==> src/rtl/fetch_unit.sv <==
// Instruction fetch unit: one outstanding imem request, 2-entry output FIFO, redirect flush.
// Optional FETCH_MISALIGN_TRAP_EN: misaligned redirects raise sticky misalign_o and block fetch.
module fetch_unit #(
    parameter logic [31:0] RESET_PC = 32'h0000_0000
) (
    input  logic        clk_i,
    input  logic        rst_i,
    output logic        imem_req_o,
    output logic [31:0] imem_addr_o,
    input  logic        imem_gnt_i,
    input  logic        imem_rvalid_i,
    input  logic [31:0] imem_rdata_i,
    input  logic        redirect_i,
    input  logic [31:0] redirect_pc_i,
    input  logic        stall_i,
    output logic        instr_valid_o,
    output logic [31:0] instr_o,
    output logic [31:0] instr_pc_o,
    output logic [31:0] instr_pc_plus4_o,
    output logic        misalign_o,
    output logic [1:0]  dbg_state_o
);

    typedef enum logic [1:0] {
        S_REQ   = 2'd0,
        S_WAIT  = 2'd1,
        S_DRAIN = 2'd2
    } state_t;

    state_t      state_q, state_d;
    logic [31:0] pc_q, pc_d;
    logic [31:0] opc_q, opc_d;
    logic [63:0] fifo_q [2];
    logic [63:0] fifo_d [2];
    logic        rd_ptr_q, rd_ptr_d;
    logic        wr_ptr_q, wr_ptr_d;
    logic [1:0]  count_q, count_d;
    logic [31:0] redir_pc;
    logic        outstanding;
    logic        push;
    logic        pop;
    logic [63:0] head;

`ifdef FETCH_MISALIGN_TRAP_EN
    logic misalign_q, misalign_d;

    assign redir_pc   = redirect_pc_i;
    assign misalign_o = misalign_q;

    always_comb begin
        misalign_d = misalign_q;
        if (redirect_i) begin
            misalign_d = |redirect_pc_i[1:0];
        end
    end

    always_ff @(posedge clk_i) begin
        if (rst_i) begin
            misalign_q <= 1'b0;
        end else begin
            misalign_q <= misalign_d;
        end
    end
`else
    logic unused_redir_bits;

    assign unused_redir_bits = ^redirect_pc_i[1:0];
    assign redir_pc          = {redirect_pc_i[31:2], 2'b00};
    assign misalign_o        = 1'b0;
`endif

    assign outstanding = (state_q == S_WAIT);
    // The FIFO slot for the in-flight word is reserved at request time, so a push never overflows.
    assign imem_req_o  = !rst_i && (state_q == S_REQ)
                         && (({1'b0, count_q} + {2'b00, outstanding}) < 3'd2)
                         && !redirect_i && !misalign_o;
    assign imem_addr_o = pc_q;

    assign head             = fifo_q[rd_ptr_q];
    assign instr_valid_o    = !rst_i && (count_q != 2'd0);
    assign instr_o          = head[63:32];
    assign instr_pc_o       = head[31:0];
    assign instr_pc_plus4_o = head[31:0] + 32'd4;
    assign pop              = instr_valid_o && !stall_i;
    assign dbg_state_o      = state_q;

    always_comb begin
        state_d  = state_q;
        pc_d     = pc_q;
        opc_d    = opc_q;
        fifo_d   = fifo_q;
        rd_ptr_d = rd_ptr_q;
        wr_ptr_d = wr_ptr_q;
        count_d  = count_q;
        push     = 1'b0;

        if (redirect_i) begin
            pc_d     = redir_pc;
            count_d  = 2'd0;
            rd_ptr_d = 1'b0;
            wr_ptr_d = 1'b0;
            case (state_q)
                S_WAIT:  state_d = imem_rvalid_i ? S_REQ : S_DRAIN;
                S_DRAIN: state_d = S_DRAIN;
                default: state_d = S_REQ;
            endcase
        end else begin
            case (state_q)
                S_REQ: begin
                    if (imem_req_o && imem_gnt_i) begin
                        opc_d   = pc_q;
                        pc_d    = pc_q + 32'd4;
                        state_d = S_WAIT;
                    end
                end
                S_WAIT: begin
                    if (imem_rvalid_i) begin
                        push    = 1'b1;
                        state_d = S_REQ;
                    end
                end
                S_DRAIN: begin
                    if (imem_rvalid_i) begin
                        state_d = S_REQ;
                    end
                end
                default: state_d = S_REQ;
            endcase

            if (push) begin
                fifo_d[wr_ptr_q] = {imem_rdata_i, opc_q};
                wr_ptr_d         = ~wr_ptr_q;
            end
            if (pop) begin
                rd_ptr_d = ~rd_ptr_q;
            end
            case ({push, pop})
                2'b10:   count_d = count_q + 2'd1;
                2'b01:   count_d = count_q - 2'd1;
                default: count_d = count_q;
            endcase
        end
    end

    always_ff @(posedge clk_i) begin
        if (rst_i) begin
            state_q  <= S_REQ;
            pc_q     <= RESET_PC;
            opc_q    <= 32'h0;
            rd_ptr_q <= 1'b0;
            wr_ptr_q <= 1'b0;
            count_q  <= 2'd0;
        end else begin
            state_q  <= state_d;
            pc_q     <= pc_d;
            opc_q    <= opc_d;
            rd_ptr_q <= rd_ptr_d;
            wr_ptr_q <= wr_ptr_d;
            count_q  <= count_d;
        end
    end

    // Storage needs no reset: the count alone decides what is visible.
    always_ff @(posedge clk_i) begin
        fifo_q[0] <= fifo_d[0];
        fifo_q[1] <= fifo_d[1];
    end

endmodule

==> config.mk <==
export PLATFORM = sky130hd
export DESIGN_NAME = fetch_unit
export DESIGN_NICKNAME = d
export VERILOG_FILES = /design/src/rtl/fetch_unit.sv
export SDC_FILE = /design/constraint.sdc
export NUM_CORES = 1
export LEC_CHECK = 0
export CAP_MARGIN = 30
export CORE_ASPECT_RATIO = 0.8
export CORE_MARGIN = 4
export CORE_UTILIZATION = 45
export CTS_BUF_LIST = sky130_fd_sc_hd__clkbuf_16
export DETAILED_ROUTE_END_ITERATION = 10
export GPL_TIMING_DRIVEN = 0
export PLACE_DENSITY_LB_ADDON = 0.15
export SYNTH_ARGS = -nofsm -noshare
export SYNTH_HDL_FRONTEND = slang
export SYNTH_SLANG_ARGS = --single-unit
==> constraint.sdc <==
create_clock -name clk_i -period 7.1 [get_ports clk_i]
set_clock_uncertainty 0.1 [all_clocks]
set_input_delay 1.42 -clock clk_i [delete_from_list [all_inputs] [get_ports clk_i]]
set_output_delay 1.42 -clock clk_i [all_outputs]
set_load 0.005 [all_outputs]
After elaboration in Yosys (flattened, before gate mapping)
Cells that the tools add are included.
{ "totals": {"inputBits": 70, "word_cells": 70, "out_inout_bits": 133, "reg_bits": 198} }
{ "op_classes": {"n_reduce_logical": 22, "order_cmp": 4, "eq_ne": 6, "n_bitwise": 5, "addsub": 5, "n_mux": 19} }
{ "ops": {"columns": ["cell", "n"], "rows": [
  ["two-way mux 64 bit", 4],
  ["bitwise mux 128 bit", 1],
  ["two-way mux 32 bit", 3],
  ["adder 32 x 3 -> 32 bit (second input constant)", 2],
  ["demux 64 bit (select 1 bit)", 1],
  ["one-hot mux 2 bit (2 select lines)", 3],
  ["two-way mux 2 bit", 4],
  ["AND reduction 2 bit", 4],
  ["nonzero test 2 bit", 4],
  ["logical AND 1 bit", 7],
  ["equality test 2 x 1 -> 1 bit (second input constant)", 2],
  ["equality test 2 bit (second input constant)", 2],
  [">= comparator 2 bit (second input constant)", 2],
  ["NOT 1 -> 2 bit", 2],
  ["OR reduction 2 bit", 2],
  ["adder 2 x 1 -> 3 bit", 1],
  ["logical NOT 1 bit", 3],
  ["< comparator 3 x 2 -> 1 bit (second input constant)", 1],
  ["two-way mux 1 bit", 3],
  ["!= test 3 x 1 -> 1 bit (second input constant)", 1],
  ["!= test 3 x 2 -> 1 bit (second input constant)", 1],
  ["NOT 1 bit", 3],
  ["AND reduction 3 bit", 1],
  ["adder 2 x 1 -> 2 bit (second input constant)", 1],
  ["3 further kinds", 3]
]} }

Logic depth before layout (Yosys ltp)
Gate-level depths: netlist of the first run.
{ "depth": {"depth_word": 9, "mapped_depth": 12, "ltp_nobuf": 8} }

Worst setup path before layout of the first run
OpenSTA, ideal clock, no wires.
{ "synth_timing": {"path_kind": "input to register", "startpoint": "input port redirect_i", "endpoint": "register fifo_q[10] (netlist bit), enable pin", "arrival_ps": 6577, "n_path_buf": 3, "setup_slack_ps": -148, "stages": 4, "cell_sequence": "clkbuf_1 clkbuf_1 buf_1 nor3b_1"} }
{ "synth_between": {"elab_chain_len": 2} }
{ "synth_lines": {"columns": ["element", "line_no", "rtl"], "rows": [
  ["start: declaration", "13", "input logic redirect_i,"],
  ["NOT 1 bit (no source line)", null, null],
  ["AND reduction 2 bit (no source line)", null, null],
  ["end: declaration", "33", "logic [63:0] fifo_q [2];"]
]} }
Every way passes these cells.
A chain may end at the register's enable or synchronous reset.

Worst setup path in the final report of the first run
{ "layout_timing": {"startpoint": "register rd_ptr_q", "endpoint": "output port instr_pc_plus4_o[26]"} }
{ "layout_between": {"elab_chain_len": 5} }
{ "layout_lines": {"columns": ["element", "line_no", "rtl"], "rows": [
  ["start: declaration", "35", "logic rd_ptr_q, rd_ptr_d;"],
  ["start signal: assignment", "157", "rd_ptr_q <= rd_ptr_d;"],
  ["NOT 1 -> 2 bit (not written as such)", "79", "assign head = fifo_q[rd_ptr_q];"],
  ["two-way mux 64 bit (not written as such) (3 in a row)", "79", null],
  ["adder 32 x 3 -> 32 bit", "83", "assign instr_pc_plus4_o = head[31:0] + 32'd4;"],
  ["end: declaration", "19", "output logic [31:0] instr_pc_plus4_o,"]
]} }
Every way passes these cells. The select of a mux whose other input is x is not followed.

==> results of run 1 <==
-- layer usage --
layer / vias to the layer above / track usage [%]
met1: 2913 / 30.1
li1: 3052 / -
met3: 19 / 6.06
met5: - / 0
met4: 0 / 4.21
met2: 261 / 29.0
-- power breakdown --
part / switching [mW] / internal, mW / leakage, nW
Sequential: 0.0241 / 1.19 / 1.75
Combinational: 0.0588 / 0.0789 / 1.95
Clock: 0.395 / 0.517 / 0.280
-- area by class of cell --
cell class	count	area [µm²]
buffer	41	213
clock buffer	17	425
clock inverter	15	146
fill	1489	6840
inverter	21	78.8
multi-input combinational	468	3110
sequential	190	5040
tap	253	317
timing repair buffer	201	2050
-- per-stage QoR --
stage / util (%) / cells
5_1_grt: 62.5 / 1206
2_1_floorplan: - / 720
6_report: 62.5 / 1206
3_3_place_gp: 58.6 / 1165
3_5_place_dp: 59.3 / 1174
4_1_cts: 62.5 / 1206
-- state kept, by name, indices dropped and copies added, names as in the netlist --
signal       count
fifo_q         124
imem_addr_o     30
opc_q           30
count_q          2
dbg_state_o      2
rd_ptr_q         1
wr_ptr_q         1
-- logic make-up (layout without fill, tap and decap cells) --
family,after synthesis,count (layout),synth area share [%]
simple gates,240,240,14.8
flops,190,190,60.0
compound gates,109,109,7.86
mux,70,70,9.17
buf+inv,62,295,3.47
xor+xnor,36,36,3.75
fa+ha+maj,6,6,0.893
other cells,1,7,0.0446
-- cells in the mapped netlist, types with 3 or more instances --
| master | instances | share of area [%] |
|---|---|---|
| buf_2 | 8 | 0.48 |
| or2_2 | 3 | 0.22 |
| clkbuf_1 | 15 | 0.67 |
| inv_1 | 21 | 0.94 |
| buf_4 | 9 | 0.80 |
| a22oi_1 | 3 | 0.27 |
| nand3_1 | 21 | 1.2 |
| mux2_2 | 56 | 7.5 |
| or3_1 | 10 | 0.74 |
| nand2_1 | 101 | 4.5 |
| and4_1 | 3 | 0.31 |
| buf_1 | 7 | 0.31 |
| and3_1 | 5 | 0.37 |
| and2_1 | 6 | 0.45 |
| xnor2_1 | 22 | 2.3 |
| o21ai_0 | 13 | 0.77 |
| nor3_1 | 9 | 0.54 |
| a211oi_1 | 4 | 0.36 |
| edfxtp_1 | 124 | 44 |
| a21oi_1 | 58 | 3.5 |
| o211ai_1 | 4 | 0.36 |
| dfxtp_1 | 66 | 16 |
| a211oi_2 | 3 | 0.45 |
| nor4_1 | 5 | 0.37 |
| nor4_4 | 3 | 0.76 |
| ha_1 | 6 | 0.89 |
| nand4_1 | 19 | 1.4 |
| xor2_1 | 14 | 1.5 |
| a31oi_1 | 10 | 0.74 |
| nor2b_1 | 5 | 0.37 |
| mux2i_1 | 14 | 1.7 |
| nand4b_1 | 7 | 0.73 |
| nor2_1 | 33 | 1.5 |
-- how the worst min path moves through the flow --
stage | from | end | slack [ps]
floorplan | opc_q[10] | fifo_q[10] | 330
global placement | opc_q[20] | fifo_q[84] | 330
detailed placement | opc_q[19] | fifo_q[83] | 340
CTS | opc_q[4] | fifo_q[4] | 360
global route | opc_q[9] | fifo_q[9] | 370
finish | opc_q[20] | fifo_q[20] | 350
==> metrics.md, run 1 <==
| Metric | Value |
|---|---|
| Final setup fails | 0 |
| Clk slew on worst S/H paths | 70 ps |
| Drt total wl | around 21 mm |
| Iter 0 DRT Violations | between 500 and 600 |
| Final Slew Violations | 0 |
| CTS sink count | 190 |
| Cells after synthesis | 714 |
| Critical path arrival | about 4400 ps |
| Total power | 2.26 mW |
| CTS buffer count | 17 |
| Flops & latches, synth | 190 |
| Die area | 20900 µm² |
| WL met1 | 10.4 mm |
| CTS max path bufs | 2 |
| Most frequent cells in the layout | 192 x clkdlybuf4s50_1, 124 x edfxtp_1, 101 x nand2_1, 66 x dfxtp_1, 58 x a21oi_1 |
| Layout cells sized above 1 | a little over an eighth |
| Dpl ws | about 1600 ps |
| Post-DP Area | between 10000 and 15000 µm² |
| Post-route setup TNS | 0 ps |
| Distinct cells, synth | between 50 and 60 |
| Post-CTS setup buffer count | 0 |
| Max-Cap Viols | 0 |
| FF-to-FF path depth | 8 |
| Seq/Total Area, Yosys | between 60% and 70% |
| Slew @ Worst Pin | ~900 ps |
| Peak VDD IR | 0.143 mV |
| Crit-path most repeated cell | inv_1 |
| Fin. Hold Viols | 0 |
| CTS tree | done |
| RSZ-0062 raised after global routing | no |
| DR top layer | met4 |
| HP Class | reg2reg |
| Final HPWL DP | roughly 16 mm |
| Largest stage delay on the critical path | between 500 and 600 ps |
| Routed wire length on met2 | about 9 mm |
| Critical path depth | 13 |
| Total number of vias | between 6k and 7k |
| Commonest non-fill, non-tap cell in the layout | clkdlybuf4s50_1 |
| Die Ht | approximately 130 µm |
| Grt total ovfl | 0 |
| Post-CTS sizing | 0 |
| Tmin final | around 5900 ps |
| Final hold slack | ~350 ps |
| Clk_lat worst skew | between 400 and 500 ps |
| Power Density | 199 nW/µm² |
| First-pass GRT wire length | approximately 33 mm |
| Area Growth Syn to Fin | 35.4% |
| Core Area | about 18000 µm² |
| Crit-path slowest cell | a211oi_2 |
| Outcome | completed |
| Routed len/inst | about 18 µm |
| Die W | about 160 µm |
| Post-synth EDFFs | ~120 |
| Detail Route met3 WL | around 1.7 mm |
| Hold path depth | 0 |
| Std cell rows | 44 |
| Worst-path maximum fanout | 10 |
| Worst R2R Start | dbg_state_o[1] |
| Worst r2r dst | imem_addr_o[5] |
| Gpl congestion | about 0.9 |
| WP data required | 5580 ps |
| Largest net degree at the start of global routing | 19 |
| Via density per instance | between 5 and 6 |
| GRT Util Overall | about a fifth |
| Setup crit end | instr_pc_plus4_o[26] |
| Initial Util | between 40% and 50% |
| Routed Antenna Nets | 0 |
| CTS HTree Levels | 4 |
| Clock Root Buffer | clkbuf_16 |
| P_leak | about 4 nW |
| CP delay by family, top | buffers and inverters |
| Reg2Reg Setup Slack | 4640 ps |
| Fmax | ~0.17 GHz |
| IO Port Bufs | roughly 190 |
| Synth warn | 0 |
| Final worst-path setup slack | around 1200 ps |
| Main synth FF type | edfxtp_1 |
| N_diodes | 0 |
| Post-layout net count | just over 1k |
| Max-slew headroom | 38.2% |
| CP startpoint kind | flip-flop |
| Initial antenna violation count | 0 |
| I/O pins | roughly 200 |
| Endpoint class of the critical path | output pin |
| Fraction of registers with async set/reset | 0% |
| Buf/Inv on CP | 7 |
| Fin crit share | between 80% and 90% |
| Synth Cell Area | 8410 µm² |
| DR pass1 iterations | 7 |
| Vias in the first global route | 6020 |
| Post-Syn Area per Cell | roughly 12 µm² |
| Worst Setup SP | rd_ptr_q |
| Final Cell Area | ~11000 µm² |
| Cts hold-fix bufs | 0 |
| DRC violations left | 0 |
| Critical-path cell list | buf_6, buf_4, clkbuf_1, buf_2, mux2i_1, inv_1, ha_1, inv_1, a211oi_2, nand4_1, nor3_1, xor2_1, clkdlybuf4s50_1 |
| Critical path class | reg2out |
Note: power is estimated with default switching activity, not from simulation.
==> run 2, diff against run 1 <==
Clock period 7.1 ns to 5.5 ns, I/O delays scaled along.
==> metrics.md, run 2 (same netlist as run 1, synthesis figures left out) <==
| Metric | Value |
|---|---|
| CP startpoint kind | flip-flop |
| Via density per instance | 5.19 |
| Post-CTS sizing | 1 |
| Die Ht | roughly 130 µm |
| P_leak | about 4.0 nW |
| CTS sink count | 190 |
| Fillers | approximately 1.5k |
| I/O pins | around 200 |
| Initial Util | 46.1% |
| Most frequent cells in the layout | 192 x clkdlybuf4s50_1, 124 x edfxtp_1, 101 x nand2_1, 66 x dfxtp_1, 58 x a21oi_1 |
| Post-CTS setup buffer count | 0 |
| Final Slew Violations | 0 |
| Post-layout net count | slightly above 1k |
| Outcome | completed |
| Tmin final | 4990 ps |
| Initial antenna violation count | 0 |
| Largest Register | fifo_q |
| Clk slew on worst S/H paths | roughly 60 ps |
| DR pass1 iterations | 5 |
| Max reg flops | about 120 |
| Vias in the first global route | about 6.0k |
| Die W | roughly 160 µm |
| Final hold slack | approximately 350 ps |
| Max-Cap Viols | 0 |
| IO Port Bufs | about 190 |
| Critical path arrival | 3790 ps |
| Routed len/inst | approximately 17 µm |
| CTS max path bufs | 2 |
| RSZ-0062 raised after global routing | no |
| Largest net degree at the start of global routing | 20 |
| CTS buffer count | 17 |
| Total number of vias | between 6k and 7k |
| CTS HTree Levels | 4 |
| Dpl cells | around 1.2k |
| Core Area | roughly 18000 µm² |
| Worst r2r dst | fifo_q[43] |
| Clk_lat worst skew | 430 ps |
| Endpoint class of the critical path | output pin |
| Worst R2R Start | dbg_state_o[1] |
| FF-to-FF path depth | 7 |
| Grt total ovfl | 0 |
| Peak VDD IR | 0.206 mV |
| Power Density | 255 nW/µm² |
| Multi-input logic area | between 3000 and 4000 µm² |
| Fin. Hold Viols | 0 |
| Final setup fails | 0 |
| Max-slew headroom | between 40% and 50% |
| WP data required | about 4300 ps |
| First-pass GRT wire length | around 33 mm |
| WL met1 | between 10 and 15 mm |
| Area Growth Syn to Fin | 35.8% |
| Final Non-Filler Cells | between 1k and 1.5k |
| HP Class | reg2reg |
| Slew @ Worst Pin | a little over 800 ps |
| Drt total wl | between 20 and 25 mm |
| Routed Antenna Nets | 0 |
| GRT Util Overall | about a fifth |
| Fmax | 0.200 GHz |
| Reg2Reg Setup Slack | around 3000 ps |
| Std cell rows | between 40 and 50 |
| Commonest non-fill, non-tap cell in the layout | clkdlybuf4s50_1 |
| Register Area | a little over 5000 µm² |
| DR top layer | met4 |
| N_diodes | 0 |
| Worst-path maximum fanout | 19 |
| Layout cells sized above 1 | around an eighth |
| Iter 0 DRT Violations | slightly above 400 |
| Hold path start | opc_q[4] |
| Detail Route met3 WL | ~1.8 mm |
| Critical path class | reg2out |
| Die area | 20900 µm² |
| Fin crit share | roughly nine tenths |
| CTS tree | done |
| Endpoint of the worst hold path | fifo_q[4] |
| Clock Root Buffer | clkbuf_16 |
| Hold path depth | 0 |
| Cts hold-fix bufs | 0 |
| Gpl congestion | just over 0.9 |
| Routed wire length on met2 | just under 9 mm |
| Final HPWL DP | approximately 16 mm |
| DRC violations left | 0 |
[run 2: cell count changes in the layout (fill, tap and decap cells not counted), moves of 2 or more]
cell,delta
inv_6,-2
buf_16,+3
clkbuf_16,+2
inv_1,+3
clkinv_1,-2
buf_6,-5
[run 2: worst max-delay path: stages, from the launching register on]
cell	delay (ps)
dfxtp_1	390
buf_6	170
buf_4	240
buf_2	340
mux2i_1	170
inv_1	100
ha_1	200
inv_1	80
a211oi_4	400
nand4_1	260
nor3_1	310
xor2_1	160
clkdlybuf4s50_1	520
[run 2: layout make-up]
type                            instances  share of cell area, %
Tap cell                              253                   2.77
Clock inverter                         13                  0.843
Inverter                               21                  0.690
Buffer                                 40                   1.83
Timing Repair Buffer                  199                   18.2
Multi-Input combinational cell        468                   27.4
Sequential cell                       190                   44.2
Clock buffer                           19                   4.16
[run 2: per-layer routing]
| layer | track usage [%] | vias up |
|---|---|---|
| met5 | 0 | - |
| met4 | 5.32 | 0 |
| met3 | 6.38 | 20 |
| met2 | 28.9 | 259 |
| met1 | 29.1 | 2908 |
| li1 | - | 3059 |
[run 2: through the flow]
step | instance area (µm²) | setup slack, ps | utilization, % | setup TNS (ps) | total power [mW]
floorplan | 8440 | 765 | - | 0 | 1.65
global placement | 10700 | -1430 | 58.6 | -173020 | 1.77
detailed placement | 10800 | 295 | 59.5 | 0 | 1.77
CTS | 11400 | 379 | 62.7 | 0 | 2.93
global route | 11400 | 150 | 62.7 | 0 | 3.02
finish | 11400 | 508 | 62.7 | 0 | 2.91
[run 2: report_power, final]
| part | internal, mW | switching (mW) |
|---|---|---|
| clock | 0.670 | 0.501 |
| sequential | 1.53 | 0.0309 |
| combinational | 0.102 | 0.0762 |
| total | 2.30 | 0.608 |
[run 2: how the worst max path moves through the flow]
| stage | start | to | slack (ps) | cells past startpoint |
|---|---|---|---|---|
| floorplan | redirect_i | fifo_q[10] | 760 | 4 |
| global placement | redirect_i | fifo_q[42] | -1430 | 5 |
| detailed placement | rd_ptr_q | instr_pc_plus4_o[26] | 300 | 13 |
| CTS | rd_ptr_q | instr_pc_plus4_o[26] | 380 | 12 |
| global route | rd_ptr_q | instr_pc_plus4_o[26] | 150 | 12 |
| finish | rd_ptr_q | instr_pc_plus4_o[26] | 510 | 12 |
